### src/rtl/program_loader.sv
// rtl/program_loader.sv - boot loader: UART byte stream to instruction memory words, then one-byte ack
module program_loader #(
    parameter int MAX_WORDS = 64
) (
    input  logic        clk,
    input  logic        rstn,
    input  logic [7:0]  rx_data,
    input  logic        rx_valid,
    input  logic        tx_busy,
    output logic [7:0]  tx_data,
    output logic        tx_start,
    output logic [31:0] pro_data,
    output logic [31:0] pro_addr,
    output logic        memwrite,
    output logic        loading,
    output logic        done,
    output logic        err
);

    typedef enum logic [2:0] {
        S_HDR, S_DATA, S_ACK, S_ACK_ERR, S_DONE, S_ERR
    } state_t;

    localparam logic [31:0] MAX_W = MAX_WORDS;

    state_t      state_q, state_d;
    logic [1:0]  byte_cnt_q, byte_cnt_d;
    logic [23:0] shift_q, shift_d;
    logic [6:0]  n_q, n_d;
    logic [6:0]  k_q, k_d;
    logic [7:0]  tx_data_q, tx_data_d;
    logic        tx_start_q, tx_start_d;
    logic [31:0] pro_data_q, pro_data_d;
    logic [7:0]  pro_addr_q, pro_addr_d;
    logic        memwrite_q, memwrite_d;
    logic        loading_q, loading_d;
    logic        done_q, done_d;
    logic        err_q, err_d;

    logic [31:0] word;
    logic [6:0]  k_plus1;
    logic        last_byte;

    always_comb begin
        state_d    = state_q;
        byte_cnt_d = byte_cnt_q;
        shift_d    = shift_q;
        n_d        = n_q;
        k_d        = k_q;
        tx_data_d  = tx_data_q;
        tx_start_d = 1'b0;
        pro_data_d = pro_data_q;
        pro_addr_d = pro_addr_q;
        memwrite_d = 1'b0;

        // Bytes land little-endian: the newest byte becomes the top of the word.
        word      = {rx_data, shift_q};
        k_plus1   = k_q + 7'd1;
        last_byte = rx_valid && (byte_cnt_q == 2'd3);

        if (rx_valid && (state_q == S_HDR || state_q == S_DATA)) begin
            byte_cnt_d = byte_cnt_q + 2'd1;
            shift_d    = word[31:8];
        end

        case (state_q)
            S_HDR: begin
                if (last_byte) begin
                    if (word == 32'd0) begin
                        state_d = S_ACK;
                    end else if (word > MAX_W) begin
                        state_d = S_ACK_ERR;
                    end else begin
                        state_d = S_DATA;
                        n_d     = word[6:0];
                        k_d     = 7'd0;
                    end
                end
            end
            S_DATA: begin
                if (last_byte) begin
                    // Memory stores at pro_addr[7:2]-1, so address k+1 puts word k at index k.
                    memwrite_d = 1'b1;
                    pro_data_d = word;
                    pro_addr_d = {k_plus1[5:0], 2'b00};
                    k_d        = k_plus1;
                    if (k_plus1 == n_q) begin
                        state_d = S_ACK;
                    end
                end
            end
            S_ACK, S_ACK_ERR: begin
                if (tx_start_q) begin
                    state_d = (state_q == S_ACK) ? S_DONE : S_ERR;
                end else if (!tx_busy) begin
                    tx_start_d = 1'b1;
                    tx_data_d  = (state_q == S_ACK) ? 8'hAA : 8'hEE;
                end
            end
            S_DONE, S_ERR: begin
            end
            default: state_d = S_HDR;
        endcase

        loading_d = (state_d != S_DONE);
        done_d    = done_q | (state_d == S_DONE);
        err_d     = err_q | (state_d == S_ERR);
    end

    always_ff @(posedge clk or negedge rstn) begin
        if (!rstn) begin
            state_q    <= S_HDR;
            byte_cnt_q <= 2'd0;
            shift_q    <= 24'd0;
            n_q        <= 7'd0;
            k_q        <= 7'd0;
            tx_data_q  <= 8'd0;
            tx_start_q <= 1'b0;
            pro_data_q <= 32'd0;
            pro_addr_q <= 8'd0;
            memwrite_q <= 1'b0;
            loading_q  <= 1'b1;
            done_q     <= 1'b0;
            err_q      <= 1'b0;
        end else begin
            state_q    <= state_d;
            byte_cnt_q <= byte_cnt_d;
            shift_q    <= shift_d;
            n_q        <= n_d;
            k_q        <= k_d;
            tx_data_q  <= tx_data_d;
            tx_start_q <= tx_start_d;
            pro_data_q <= pro_data_d;
            pro_addr_q <= pro_addr_d;
            memwrite_q <= memwrite_d;
            loading_q  <= loading_d;
            done_q     <= done_d;
            err_q      <= err_d;
        end
    end

    assign tx_data  = tx_data_q;
    assign tx_start = tx_start_q;
    assign pro_data = pro_data_q;
    assign pro_addr = {24'd0, pro_addr_q};
    assign memwrite = memwrite_q;
    assign loading  = loading_q;
    assign done     = done_q;
    assign err      = err_q;

endmodule
### config.mk
export PLATFORM = sky130hd
export DESIGN_NAME = program_loader
export DESIGN_NICKNAME = d
export VERILOG_FILES = /design/src/rtl/program_loader.sv
export SDC_FILE = /design/constraint.sdc
export NUM_CORES = 1
export LEC_CHECK = 0
export CORE_MARGIN = 2
export CORE_UTILIZATION = 50
export CTS_CLUSTER_DIAMETER = 120
export DETAILED_ROUTE_END_ITERATION = 7
export PLACE_DENSITY = 0.77
export RECOVER_POWER = 25
export SLEW_MARGIN = 20
export SYNTH_ARGS = -nofsm -noshare
export SYNTH_HDL_FRONTEND = slang
export SYNTH_SLANG_ARGS = --single-unit
export TNS_END_PERCENT = 50
### constraint.sdc
create_clock -name clk -period 4.2 [get_ports clk]
set_input_delay 0.42 -clock clk [delete_from_list [all_inputs] [get_ports clk]]
set_output_delay 0.42 -clock clk [all_outputs]
set_load 0.01 [all_outputs]
-- Yosys cells after proc, flatten, opt, wreduce, memory -nomap -nowiden
Index checks and enable logic that the tools add are counted.
- output and inout bits: 77
- register bits after elaboration: 94
- input bits: 12
- add/sub/neg operators: 2
- bitwise operators: 6
- equality and inequality tests: 14
- reduce and logical (&&, ||, !) cells: 12
- $lt $le $gt $ge: 1
- mux-type cells: 19
- operators with widths (operator ; number):
    7-bit 2-to-1 mux ; 5
    32-bit by 7-bit greater-than comparator with 1-bit output, second input constant ; 1
    32-bit zero test ; 1
    7-bit case mux with 2 select lines ; 1
    3-bit equality test, second input constant ; 4
    3-bit 2-to-1 mux ; 4
    3-bit case mux with 4 select lines ; 1
    2-bit != test, second input constant ; 4
    7-bit by 1-bit adder with 7-bit output, second input constant ; 1
    7-bit equality test ; 1
    3-bit by 2-bit equality test with 1-bit output, second input constant ; 2
    1-bit 2-to-1 mux ; 6
    5-bit AND reduction ; 1
    2-bit 2-to-1 mux ; 2
    1-bit NOT ; 4
    4-bit AND reduction ; 1
    2-bit OR reduction ; 2
    3-bit by 1-bit equality test with 1-bit output, second input constant ; 1
    3-bit zero test ; 1
    3-bit != test, second input constant ; 1
    3-bit AND reduction ; 1
    2-bit by 1-bit adder with 2-bit output, second input constant ; 1
    2-bit equality test, second input constant ; 1
    1-bit logical AND ; 2
    other kinds (4) ; 5

-- Depth between registers and ports, before layout
Gate-level depths: netlist of run 1.
- depth in word-level cells: 7
- mapped depth: 7
- gate-level depth less buffers: 6

-- Least setup slack after synthesis of run 1
No wires, ideal clock.
- path type: register to register
- from: register byte_cnt_q[0]
- to: register n_q[0]
- period minus slack after synthesis: 1755 ps
- stages on the path, launching flop included: 7
- path slack: 2445 ps
- arrival: 1630 ps
- path through: dfrtp_1 ha_1 nand2_1 nor4_1 o2111a_1 buf_6 mux2_2
- cells in the longest elaborated chain, start to end: 3
- RTL lines (item ; line ; text):
    start: declaration ; 27 ; logic [1:0] byte_cnt_q, byte_cnt_d;
    start signal: assignment ; 127 ; byte_cnt_q <= byte_cnt_d;
    2-bit equality test ; 59 ; last_byte = rx_valid && (byte_cnt_q == 2'd3);
    1-bit logical AND ; 59 ;
    4-bit AND reduction (no source line) ; - ;
    end signal: assignment ; 129 ; n_q <= n_d;
    end: declaration ; 29 ; logic [6:0] n_q, n_d;
Every way passes these cells.
A chain may end at the register's enable or synchronous reset.

-- Worst setup path after layout of run 1
- from: input rx_valid
- to: register n_q[0]
- cells in the longest elaborated chain, start to end: 2
- RTL lines (item ; line ; text):
    start: declaration ; 8 ; input logic rx_valid,
    1-bit logical AND ; 59 ;
    4-bit AND reduction (no source line) ; - ;
Every way passes these cells.

==> metrics.yaml, run 1 <==
global_routing:
  grt_pass1_wl_um: 13110
  grt_pass1_vias: 2735
  grt_start_max_net_pins: 89
  grt_overflow: 0
  antenna_found_initial: 0
  grt_usage_pct: 19.27
power:
  pwr_density_cell_mw_per_mm2: 678.3
  power.leakage_nw: 2.176
  ir_drop_v: 0.0002975
worst_setup_path:
  critPathBufInv: 1
  max_stage_delay_ps: 520
  cp.required_ps: 4440
  critical_path_class: "input port to flip-flop"
  cp_slowest_cell: "clkdlybuf4s50_1"
  crit_family: "buffers and inverters"
  regToRegEndpoint: "n_q[0]$_DFFE_PN0P_"
  path_cells: "clkdlybuf4s50_1 > nand2_1 > nor4_1 > o2111a_1 > mux2_2"
  reg2reg_from: "byte_cnt_q[0]$_DFFE_PN0P_"
  worst-r2r-setup-slack_ps: 2110
  crit_arrival_ps: 2350
  endpoint_kind: "flip-flop"
  cp-start-kind: "input port"
  r2r_cells: 5
  crit_fanout: 9
timing:
  max-slew-margin-rel_pct: -41.27
  slew_viol_final: 89
  tightestPinTransition_ps: 2119
  skew_ps: 8.579
  finalHoldViolations: 0
  finalCritPeriodShare_pct: 50.42
  period_minus_slack_ps: 2118
  rsz0062_at_grt: "no"
  setup_violations: 0
  setup_slack_ps: 2082
  setup_tns_ps: 0
  fmax_mhz: 472.2
placement:
  io_buffers: 60
  dp_slack_ps: 1738
  detailed_place_hpwl_um: 5240
  place.gp.congestion: 0.7418
clock_tree:
  clk_pin_slew_worst_paths_ps: 80
  ctsResizeCount: 0
  cts-hold-fix-buffers: 0
  numCtsBuffers: 9
  clockBufferDepth: 2
  htree_levels: 3
  cts-root-buf: "clkbuf_8"
  cts_tree: "done"
  post_cts_buffers: 0
  cts_num_sinks: 88
  clk-insertion-delay-late_ps: 350
floorplanning:
  die_h_um: 92.90
  start_util_pct: 51.40
  num_rows: 32
  die_width_um: 92.90
  io-pin-count: 89
  dieArea_mm2: 0.008629
  core_mm2: 0.007687
synthesis:
  synth_top_cell_by_area: "dfrtp_1"
  async_flop_share_pct: 100.0
  avgSynthCellArea_um2: 10.71
  yosysWarnings: 0
  synth_most_common_cell: "nand2_1"
  synth_top_area_share_pct: 55.10
  synth_cell_types: 50
  yosys_register_bits: 88
  ys_seq_area_share_pct: 55.76
  syn_area_mm2: 0.003951
  synth_flop_cell: "dfrtp_1"
  synthTopCellsByCount: "nand2_1, dfrtp_1, mux2_2, buf_4, buf_2"
  synthCells: 369
  synth_area_leaders: "dfrtp_1, nand2_1, mux2_2"
  synth-edff-count: 0
hold_path:
  min_path_type: "flip-flop to flip-flop"
  holdPathStages: 2
  worstHoldStart: "pro_data[10]$_DFFE_PN0P_"
  hold_end: "pro_data[10]$_DFFE_PN0P_"
routing:
  ant_nets: 0
  drc_errors: 0
  vias: 2662
  wire_per_inst_um: 14.57
  drtIter0Drc: 135
  firstDrtPassIters: 4
  via_per_inst: 5.051
  wl_um: 7680
final_layout:
  nNetsFinal: 434
  drive_gt1_share_pct: 13.88
  diodes: 0
  syn_to_final_growth_pct: 18.08
  n_fill_cell: 668
status:
  outcome: "finished, violations left"
  violations: "max-capacitance violations, max-slew violations"
flow_run:
  maxCapViolations: 1
## cells in the final DEF (no fill, tap or decap), drive strengths merged, types with 3 or more instances in the layout
master	n
nor2	9
a21oi	5
dfrtp	87
o21ai	5
clkbuf	15
xor2	5
nor3	3
nor4	7
nand2	110
xnor2	6
conb	28
clkdlybuf4s50	59
and3	4
nand3	6
mux2	33
## per-stage QoR
step	instances	util [%]	total power [mW]	hold WS, ps	instance area (um2)
2_1_floorplan	396	-	2.076	124.4	4053
3_3_place_gp	511	58.11	2.555	453.4	4467
3_5_place_dp	511	58.11	2.597	461.6	4467
4_1_cts	527	60.71	3.200	289.4	4667
5_1_grt	527	60.69	3.379	500.7	4666
6_report	527	60.69	3.165	477.9	4666
## tightest hold or removal path, delay by kind of cell (launching register included)
family	cells	cell delay (ps)
DFF	1	350
and+or+nand+nor	2	100
## cell families after synthesis
logic type	count (synthesis)	synth area share, %
flip-flops	88	55.76
AND/OR/NAND/NOR	154	17.32
multiplexers	35	9.911
other	1	0.09491
XOR/XNOR	11	2.438
AO/OA/AOI/OAI	28	5.573
adder cells (fa/ha/maj)	2	0.6332
buffers and inverters	50	8.265
## worst max path at each step
| stage | from | to | slack [ps] | depth (start not counted) |
|---|---|---|---|---|
| 2_1_floorplan | byte_cnt_q[0]$_DFFE_PN0P_ | n_q[0]$_DFFE_PN0P_ | 2450 | 6 |
| 3_3_place_gp | rx_valid | n_q[1]$_DFFE_PN0P_ | 1770 | 5 |
| 3_5_place_dp | rx_valid | k_q[0]$_DFFE_PN0P_ | 1740 | 5 |
| 4_1_cts | state_q[2]$_DFF_PN0_ | k_q[0]$_DFFE_PN0P_ | 1890 | 5 |
| 5_1_grt | rstn | shift_q[22]$_DFFE_PN0P_ | 1870 | 1 |
| 6_report | rx_valid | n_q[0]$_DFFE_PN0P_ | 2080 | 5 |
## state kept, by name, indices dropped and copies added (netlist names)
register and cells:
pro_data 32, shift_q 24, k_q 7, n_q 7, pro_addr_q 6, state_q 3, byte_cnt_q 2, tx_data 2
done 1, err 1, loading 1, memwrite 1, tx_start 1
## layer usage
| metal | vias to the layer above | track usage, % | share of wire (%) |
|---|---|---|---|
| met3 | 14 | 4.475 | 4.7 |
| met4 | 0 | 8.088 | 1.9 |
| met2 | 76 | 30.50 | 48 |
| met1 | 1298 | 25.59 | 46 |
| met5 | - | 0 | 0 |
| li1 | 1274 | - | - |
## power breakdown
part	switching [mW]	internal [mW]	leakage, nW	total [mW]
Sequential	0.294	1.18	1.10	1.47
Clock	0.281	0.309	0.0969	0.590
Combinational	0.490	0.611	0.980	1.10
## cell type report
cell class / count / area, um2 / area share [%]
repair buffers: 61 / 603.1 / 12.93
multi-input cells: 258 / 1524 / 32.66
flip-flops and latches: 88 / 2203 / 47.22
well taps: 102 / 127.6 / 2.735
clock inverters: 2 / 37.54 / 0.8045
inverters: 2 / 7.507 / 0.1609
clock buffers: 14 / 162.7 / 3.486
No activity file was read; power rests on OpenSTA's default activity.
==> inputs of run 2 (changes only) <==
- CORE_UTILIZATION: 50 -> 45
- PLACE_DENSITY: 0.77 -> 0.74
- clock period: 4.2 -> 1.8 ns (I/O delays scaled with it)
==> metrics.yaml, run 2 (same netlist as run 1, synthesis figures left out) <==
status:
  outcome: "completed"
final_layout:
  drive_gt1_share_pct: 23.08
  largest_reg_flops: 32
  diodes: 0
  n_fill_cell: 751
  design_area_mm2: 0.005041
  nNetsFinal: 477
  syn_to_final_growth_pct: 27.58
  mostFrequentLayoutCell: "nand2_1"
  fin_util_pct: 58.37
  layout_common_cells: "nand2_1, dfrtp_1, clkdlybuf4s50_1"
hold_path:
  min_path_type: "input port to flip-flop"
  hold_end: "tx_start$_DFF_PN0_"
  worstHoldStart: "tx_busy"
  holdPathStages: 2
power:
  pwr_density_cell_mw_per_mm2: 1573
  ir_drop_v: 0.0007780
  power.leakage_nw: 2.391
  design_power_total_mw: 7.930
worst_setup_path:
  path_cells: "ha_2 > nand2_2 > nor4_2 > buf_4 > o2111a_1 > buf_6 > mux2_2"
  crit_arrival_ps: 2020
  cp_slowest_cell: "dfrtp_1"
  regToRegEndpoint: "n_q[3]$_DFFE_PN0P_"
  cp-start-kind: "flip-flop"
  crit_fanout: 9
  cp.required_ps: 2040
  worst-r2r-setup-slack_ps: 30
  r2r_cells: 7
  critical_path_class: "flip-flop to flip-flop"
  max_stage_delay_ps: 370
  reg2reg_from: "byte_cnt_q[1]$_DFFE_PN0P_"
  endpoint_kind: "flip-flop"
floorplanning:
  dieArea_mm2: 0.009546
  core_mm2: 0.008636
  start_util_pct: 45.75
  die_width_um: 97.71
  num_rows: 34
  die_h_um: 97.71
  io-pin-count: 89
clock_tree:
  clockBufferDepth: 2
  clk-insertion-delay-late_ps: 360
  htree_levels: 3
  clk_pin_slew_worst_paths_ps: 80
  cts-root-buf: "clkbuf_8"
  numCtsBuffers: 9
  cts_num_sinks: 88
  cts_tree: "done"
global_routing:
  grt_usage_pct: 17.85
  antenna_found_initial: 0
  grt_start_max_net_pins: 54
  grt_pass1_vias: 2823
  grt_overflow: 0
  grt_pass1_wl_um: 13790
timing:
  finalCritPeriodShare_pct: 98.51
  setup_violations: 0
  period_minus_slack_ps: 1773
  fmax_mhz: 564.0
  setup_tns_ps: 0
  rsz0062_at_grt: "yes"
  max-slew-margin-rel_pct: 41.43
  finalHoldViolations: 0
  tightestPinTransition_ps: 878.6
  skew_ps: 14.65
  setup_slack_ps: 26.84
  slew_viol_final: 0
routing:
  drc_errors: 0
  via_per_inst: 4.878
  vias: 2810
  drtIter0Drc: 140
  wl_um: 8226
  firstDrtPassIters: 4
  wire_per_inst_um: 14.28
  ant_nets: 0
placement:
  dp_slack_ps: -211.0
  placed_area_mm2: 0.004785
  place.gp.congestion: 0.7748
  io_buffers: 60
  detailed_place_hpwl_um: 5870
flow_run:
  maxCapViolations: 0
## run 2: changes by cell type in the layout (fill, tap and decap cells not counted), moves of 2 or more
cell,previous run,this run
nor4_2,0,3
ha_1,2,0
buf_6,0,2
buf_4,1,39
clkinv_2,0,2
ha_2,0,2
nor4_1,6,3
## run 2: power by group
| part | internal [mW] | switching (mW) | leakage (nW) | total [mW] |
|---|---|---|---|---|
| registers | 2.75 | 0.575 | 1.10 | 3.32 |
| clock network | 0.678 | 0.698 | 0.0993 | 1.38 |
| logic | 1.84 | 1.39 | 1.19 | 3.23 |
## run 2: how the worst max path moves through the flow
stage	startpoint	endpoint	slack, ps	depth (start not counted)
floorplan	byte_cnt_q[0]$_DFFE_PN0P_	n_q[0]$_DFFE_PN0P_	50	6
global placement	rx_data[3]	n_q[6]$_DFFE_PN0P_	-170	6
detailed placement	rx_data[0]	n_q[3]$_DFFE_PN0P_	-210	6
CTS	shift_q[7]$_DFFE_PN0P_	n_q[3]$_DFFE_PN0P_	5	5
global route	byte_cnt_q[1]$_DFFE_PN0P_	n_q[3]$_DFFE_PN0P_	-70	7
finish	byte_cnt_q[1]$_DFFE_PN0P_	n_q[3]$_DFFE_PN0P_	30	7
## run 2: metal layers
metal	track usage (%)	wire length, um
met1	23.24	3621
met4	5.021	73
met3	5.396	431
met2	29.23	4100
met5	0	0
## run 2: repair_timing
item / CTS / global route
buffers inserted: 0 / 4
resized for setup: 1 / 8
cloned: 0 / 0
pin swaps: 1 / 3
setup endpoints to repair: 7 / 32
endpoints found under the hold margin: 34 / 0
hold buffers: 1 / 0
## run 2: through the flow
stage	std cells	hold slack, ps
2_1_floorplan	396	-115.6
3_3_place_gp	555	157.6
3_5_place_dp	555	166.9
4_1_cts	572	330.3
5_1_grt	576	404.5
6_report	576	405.9
## run 2: layout make-up
| cell class | count | area, um2 | share of cell area (%) |
|---|---|---|---|
| timing repair buffer | 104 | 944.7 | 18.74 |
| inverter | 2 | 7.507 | 0.1489 |
| multi-input combinational | 258 | 1553 | 30.80 |
| clock inverter | 5 | 56.30 | 1.117 |
| sequential | 88 | 2203 | 43.71 |
| tap | 108 | 135.1 | 2.681 |
| clock buffer | 11 | 141.4 | 2.805 |
## run 2: worst max-delay path: cells and delay by family, from the launching register on
family | cells | cell delay, ps
flip-flops | 1 | 370
multiplexers | 1 | 340
AND/OR/NAND/NOR | 2 | 250
AO/OA/AOI/OAI | 1 | 180
adder cells (fa/ha/maj) | 1 | 200
buffers and inverters | 2 | 320
